File: config.mk
export PLATFORM = sky130hd
export DESIGN_NAME = traffic_phase_timer
export DESIGN_NICKNAME = d
export VERILOG_FILES = /design/src/rtl/traffic_pkg.sv /design/src/rtl/traffic_phase_timer_tick_prescaler.sv /design/src/rtl/traffic_phase_timer.sv
export SDC_FILE = /design/constraint.sdc
export NUM_CORES = 1
export LEC_CHECK = 0
export CAP_MARGIN = 20
export CORE_MARGIN = 4
export CORE_UTILIZATION = 50
export CTS_CLUSTER_DIAMETER = 40
export CTS_CLUSTER_SIZE = 14
export DETAILED_ROUTE_END_ITERATION = 10
export GPL_TIMING_DRIVEN = 0
export PLACE_DENSITY = 0.76
export SLEW_MARGIN = 20
export SYNTH_ARGS = -nofsm -noshare
export SYNTH_HDL_FRONTEND = slang
export SYNTH_HIERARCHICAL = 1
export SYNTH_SLANG_ARGS = --single-unit
File: constraint.sdc
create_clock -name clk -period 2.65 [get_ports clk]
set_input_delay 0.53 -clock clk [delete_from_list [all_inputs] [get_ports clk]]
set_output_delay 0.53 -clock clk [all_outputs]
set_load 0.02 [all_outputs]
File: src/rtl/traffic_pkg.sv
// Shared phase codes, lamp encodings and dwell helpers for the traffic lamp sequencer.
package traffic_pkg;

    localparam int PHASE_W = 2;

    typedef enum logic [PHASE_W-1:0] {
        PH_RED    = 2'd0,
        PH_GREEN  = 2'd1,
        PH_YELLOW = 2'd2
    } phase_t;

    // One-hot lamp drive patterns consumed by the downstream lamp stage.
    localparam logic [2:0] RED    = 3'b100;
    localparam logic [2:0] GREEN  = 3'b010;
    localparam logic [2:0] YELLOW = 3'b001;

    function automatic int clamp_min1(input int t);
        return (t < 1) ? 1 : t;
    endfunction

endpackage

File: src/rtl/traffic_phase_timer_tick_prescaler.sv
// Divides clk into a single-cycle tick every PRESCALE enabled cycles; frozen while enable=0.
module tick_prescaler #(
    parameter int PRESCALE = 10
) (
    input  logic clk,
    input  logic rst,
    input  logic enable,
    output logic tick
);

    localparam int CW = (PRESCALE > 1) ? $clog2(PRESCALE) : 1;
    localparam logic [CW-1:0] LAST = CW'(PRESCALE - 1);

    logic [CW-1:0] count;

    assign tick = enable && (count == LAST);

    // NOTE: sequential state uses non-blocking assignment so every flop samples pre-edge values.
    always_ff @(posedge clk or posedge rst) begin
        if (rst) begin
            count <= '0;
        end else if (enable) begin
            count <= (count == LAST) ? '0 : count + 1'b1;
        end
    end

endmodule

File: src/rtl/traffic_phase_timer.sv
// Phase timer: dwell counter + red/green/yellow FSM issuing a one-cycle advance strobe.
// Optional pedestrian request shortening of green is built when PED_REQ_EN is defined.
module traffic_phase_timer
    import traffic_pkg::*;
#(
    parameter int PRESCALE      = 10,
    parameter int CNT_W         = 8,
    parameter int RED_TIME      = 8,
    parameter int GREEN_TIME    = 6,
    parameter int YELLOW_TIME   = 2,
    parameter int PED_MIN_GREEN = 2
) (
    input  logic             clk,
    input  logic             rst,
    input  logic             enable,
`ifdef PED_REQ_EN
    input  logic             ped_req,
    output logic             ped_ack,
`endif
    output logic             advance,
    output logic [1:0]       phase,
    output logic [CNT_W-1:0] remaining
);

    localparam logic [CNT_W-1:0] RED_LD       = CNT_W'(clamp_min1(RED_TIME));
    localparam logic [CNT_W-1:0] GREEN_LD     = CNT_W'(clamp_min1(GREEN_TIME));
    localparam logic [CNT_W-1:0] YELLOW_LD    = CNT_W'(clamp_min1(YELLOW_TIME));
    localparam logic [CNT_W-1:0] PED_LD       = CNT_W'(clamp_min1(PED_MIN_GREEN));
    localparam logic [CNT_W-1:0] GREEN_PED_LD = (GREEN_LD < PED_LD) ? GREEN_LD : PED_LD;

    phase_t           phase_q;
    logic             tick;
    logic             pending;
    logic             phase_legal;
    logic             boundary;
    logic             red_entry;
    logic             shorten;
    logic [CNT_W-1:0] green_entry_ld;

    tick_prescaler #(
        .PRESCALE(PRESCALE)
    ) u_prescaler (
        .clk   (clk),
        .rst   (rst),
        .enable(enable),
        .tick  (tick)
    );

    assign phase = phase_q;

    // A corrupted phase code is treated as an immediate boundary back to red.
    assign phase_legal    = (phase_q == PH_RED) || (phase_q == PH_GREEN) || (phase_q == PH_YELLOW);
    assign boundary       = (remaining <= CNT_W'(1)) || !phase_legal;
    assign red_entry      = tick && boundary && (phase_q == PH_YELLOW);
    assign shorten        = pending && (phase_q == PH_GREEN) && (remaining > PED_LD);
    assign green_entry_ld = pending ? GREEN_PED_LD : GREEN_LD;

    always_ff @(posedge clk or posedge rst) begin
        if (rst) begin
            phase_q   <= PH_RED;
            remaining <= RED_LD;
            advance   <= 1'b0;
        end else begin
            advance <= 1'b0;
            if (tick) begin
                if (boundary) begin
                    advance <= 1'b1;
                    case (phase_q)
                        PH_RED: begin
                            phase_q   <= PH_GREEN;
                            remaining <= green_entry_ld;
                        end
                        PH_GREEN: begin
                            phase_q   <= PH_YELLOW;
                            remaining <= YELLOW_LD;
                        end
                        default: begin
                            phase_q   <= PH_RED;
                            remaining <= RED_LD;
                        end
                    endcase
                end else if (shorten) begin
                    remaining <= PED_LD;
                end else begin
                    remaining <= remaining - 1'b1;
                end
            end
        end
    end

`ifdef PED_REQ_EN
    always_ff @(posedge clk or posedge rst) begin
        if (rst) begin
            pending <= 1'b0;
            ped_ack <= 1'b0;
        end else begin
            ped_ack <= 1'b0;
            if (red_entry && pending) begin
                ped_ack <= 1'b1;
                pending <= 1'b0;
            end
            // Placed last so a request coinciding with the clear keeps pending set.
            if (ped_req) begin
                pending <= 1'b1;
            end
        end
    end
`else
    assign pending = 1'b0;
`endif

endmodule

==> metrics.md, run 1 <==
| Metric | Value |
|---|---|
| DR top layer | met4 |
| Largest net degree at the start of global routing | 12 |
| Clock skew | 1.18 ps |
| Hold Crit Class | input port to asynchronous set/reset pin |
| IO Count | 14 |
| Setup TNS | 0 ps |
| H-tree levels | 1 |
| Period minus WS final | 2440 ps |
| Max VDD drop | 0.714 mV |
| Diodes inserted | 0 |
| R2R Setup Slk | 520 ps |
| RSZ-0062 raised after global routing | false |
| DRT Pass-1 Iters | 4 |
| Primary FF master, synth | dfrtp_1 |
| Clock power frac | 0.112 |
| DRC viols | 0 |
| Final #Nets | 100 |
| Post-DRT Antenna Nets | 0 |
| Register share of total power | 0.400 |
| RePlAce Congestion | 0.805 |
| Most area-consuming cells after synthesis | dfrtp_1, xnor2_1, inv_1, dfstp_2, ha_1 |
| Combinational power share | 0.489 |
| Max Slew Vio Count | 0 |
| Period utilisation layout | 0.920 |
| Die Footprint | 2330 um2 |
| Register area share after synthesis | 0.464 |
| Final Hold Slack | 446 ps |
| Critical R2R Launch | u_prescaler/count[1] |
| Crit end category | flip-flop |
| Vias in the first global route | 643 |
| DR iter-0 viols | 13 |
| F_max | 410 MHz |
| DR WL/cell | 14.4 um |
| CP required | 2830 ps |
| Max-Slew Margin vs Limit | 0.670 |
| Net Sw Frac | 0.426 |
| Worst-margin pin slew | 490 ps |
| Synth Warn # | 6 |
| Leakage | 0.000446 uW |
| Critical R2R Capture | remaining[7] |
| CTS tree | built |
| Syn Nets | 82 |
| Dpl cell area | 962 um2 |
| Max cap viols | 0 |
| Status | complete, no violations |
| Met1 WL | 669 um |
| DR vias/cell | 5.97 |
| Post-synthesis cell count | 77 |
| Clk root buf | clkbuf_4 |
| CP Class | input port to flip-flop |
| CTS Buf Count | 3 |
| Clk sinks | 15 |
| Detail Placement HPWL | 1150 um |
| Cell taking the most area after synthesis | dfrtp_1 |
| Crit Path Max Fanout | 6 |
| Row Count | 14 |
| Core box area | 1520 um2 |
| Setup violations, final | 0 |
| Area Overhead vs Synth | 22.5% |
| Fillcell total | 127 |
| GRT Total Usage | 0.153 |
| Final Hold Viols | 0 |
| PortBufs | 13 |
| End-of-flow core utilization | 0.653 |
| Async SR Flop Fraction | 1.00 |
| PwrDens | 1180 nW/um2 |
| Distinct cell type count after synthesis | 37 |
| Clk pin slew, worst setup/hold paths | 90 ps |
| Post-Syn Area | 812 um2 |
| CP startpoint kind | input port |
| Top-area cell type share of the netlist area | 0.431 |
| Detailed-route via count | 657 |
| Finished Cell Area | 995 um2 |
| Gr ovfl total | 0 |
| Die X | 48.3 um |
| Internal Power | 674 uW |
| Routed wl met2 | 783 um |
| First-pass GRT wire length | 2850 um |
| Mean Syn Cell Area | 10.5 um2 |
| Initial antenna violation count | 0 |
| Die height | 48.3 um |
| Most frequent cells after synthesis | dfrtp_1, inv_1, nor2_1, nor3_1, o21ai_0 |
| CP arrival | 2620 ps |
| Post-CTS setup buffers | 0 |
| Register bit total from synthesis | 15 |
| R2R cell count | 5 |
| Non-Filler Instances | 110 |
| Most common cell in the synthesized netlist | dfrtp_1 |
| Psw | 501 uW |
| Max clock buf depth | 2 |
| Starting Density | 0.533 |
| Routed WL | 1590 um |
| Post-Place Cells | 106 |
| Layout cell share with drive strength beyond 1 | 0.160 |
| Metal3 WL | 89 um |
| Number of synthesized flops with an enable pin | 0 |
| Later-pin clock latency in the skew report | 290 ps |
-- power by group through the flow --
stage / Sequential, uW / Combinational (uW) / Clock, uW
3_3_place_gp: 466 / 562 / 0
4_1_cts: 471 / 581 / 136
6_report: 470 / 575 / 131
2_1_floorplan: 530 / 300 / 0
3_5_place_dp: 473 / 573 / 0
5_1_grt: 490 / 629 / 149
-- state kept, by name (all words and copies together), names as in the netlist --
register and count:
remaining 8, u_prescaler/count 4, phase 2, advance 1
-- critical path: stages --
cell             delay [ps]
clkdlybuf4s50_1         540
nand2_2                 110
nor4_2                  380
or4b_4                  570
nor4b_4                 280
xnor2_1                 170
nor2_2                   40
-- layer usage --
| layer | track usage | up-vias |
|---|---|---|
| met4 | 0.0968 | 0 |
| met5 | 0 | - |
| met2 | 0.246 | 23 |
| li1 | - | 314 |
| met1 | 0.191 | 315 |
| met3 | 0.0184 | 5 |
-- worst max path at each step --
stage / start / endpoint / slack (ps) / cells past startpoint
3_5_place_dp: enable / remaining[7] / -350 / 7
5_1_grt: enable / remaining[7] / 50 / 7
2_1_floorplan: enable / remaining[7] / 520 / 6
4_1_cts: enable / remaining[7] / 210 / 7
6_report: enable / remaining[7] / 210 / 7
3_3_place_gp: enable / remaining[7] / -370 / 7
-- layout by cell type (no fill, tap or decap), types with 2 or more instances in the layout --
cell / netlist / routed
a21oi_1: 2 / 2
nand2_1: 2 / 2
nor2_1: 5 / 5
o21ai_0: 5 / 5
clkdlybuf4s50_1: 0 / 13
inv_1: 8 / 8
dfrtp_1: 14 / 14
nor3_1: 5 / 5
clkbuf_4: 0 / 3
o211a_1: 2 / 2
xnor2_1: 4 / 4
clkbuf_1: 1 / 2
nor4_2: 1 / 2
ha_1: 2 / 2
nand3_1: 2 / 2
-- area by class of cell --
class | instances | area [um2] | share of cell area
multi-input cells | 52 | 403 | 0.405
well taps | 16 | 20.0 | 0.0201
flip-flops and latches | 15 | 377 | 0.379
inverters | 8 | 30.0 | 0.0302
repair buffers | 13 | 130 | 0.131
clock buffers | 4 | 26.3 | 0.0264
plain buffers | 2 | 8.76 | 0.00881
-- through the flow --
step,power [uW],worst slack (ps)
after floorplan,830,517
after global placement,1030,-373
after detailed placement,1050,-347
after CTS,1190,207
after global routing,1270,45.0
final,1180,213
-- what timing repair did --
item                       CTS  global route
hold buffers                 0             0
setup endpoints to repair    1             0
resized for setup            1             0
-- logic make-up (layout without fill, tap and decap cells) --
family	Yosys count	count (layout)	share of synthesized area
AO/OA/AOI/OAI	19	19	0.174
flip-flops	15	15	0.464
XOR/XNOR	5	5	0.0539
AND/OR/NAND/NOR	24	24	0.203
adder cells (fa/ha/maj)	2	2	0.0308
buffers and inverters	10	27	0.0478
multiplexers	2	2	0.0262
(Power assumes the default switching activity.)
==> run 2, diff against run 1 <==
Settings changed: HOLD_SLACK_MARGIN set to 0.1.
==> results of run 2 <==
The final DEF is identical to that of run 1; final timing and power are the same.
==> run 3, diff against run 2 <==
Settings changed: CTS_CLUSTER_DIAMETER 40 to not set.
==> results of run 3 <==
The final DEF is identical to that of run 1; final timing and power are the same.
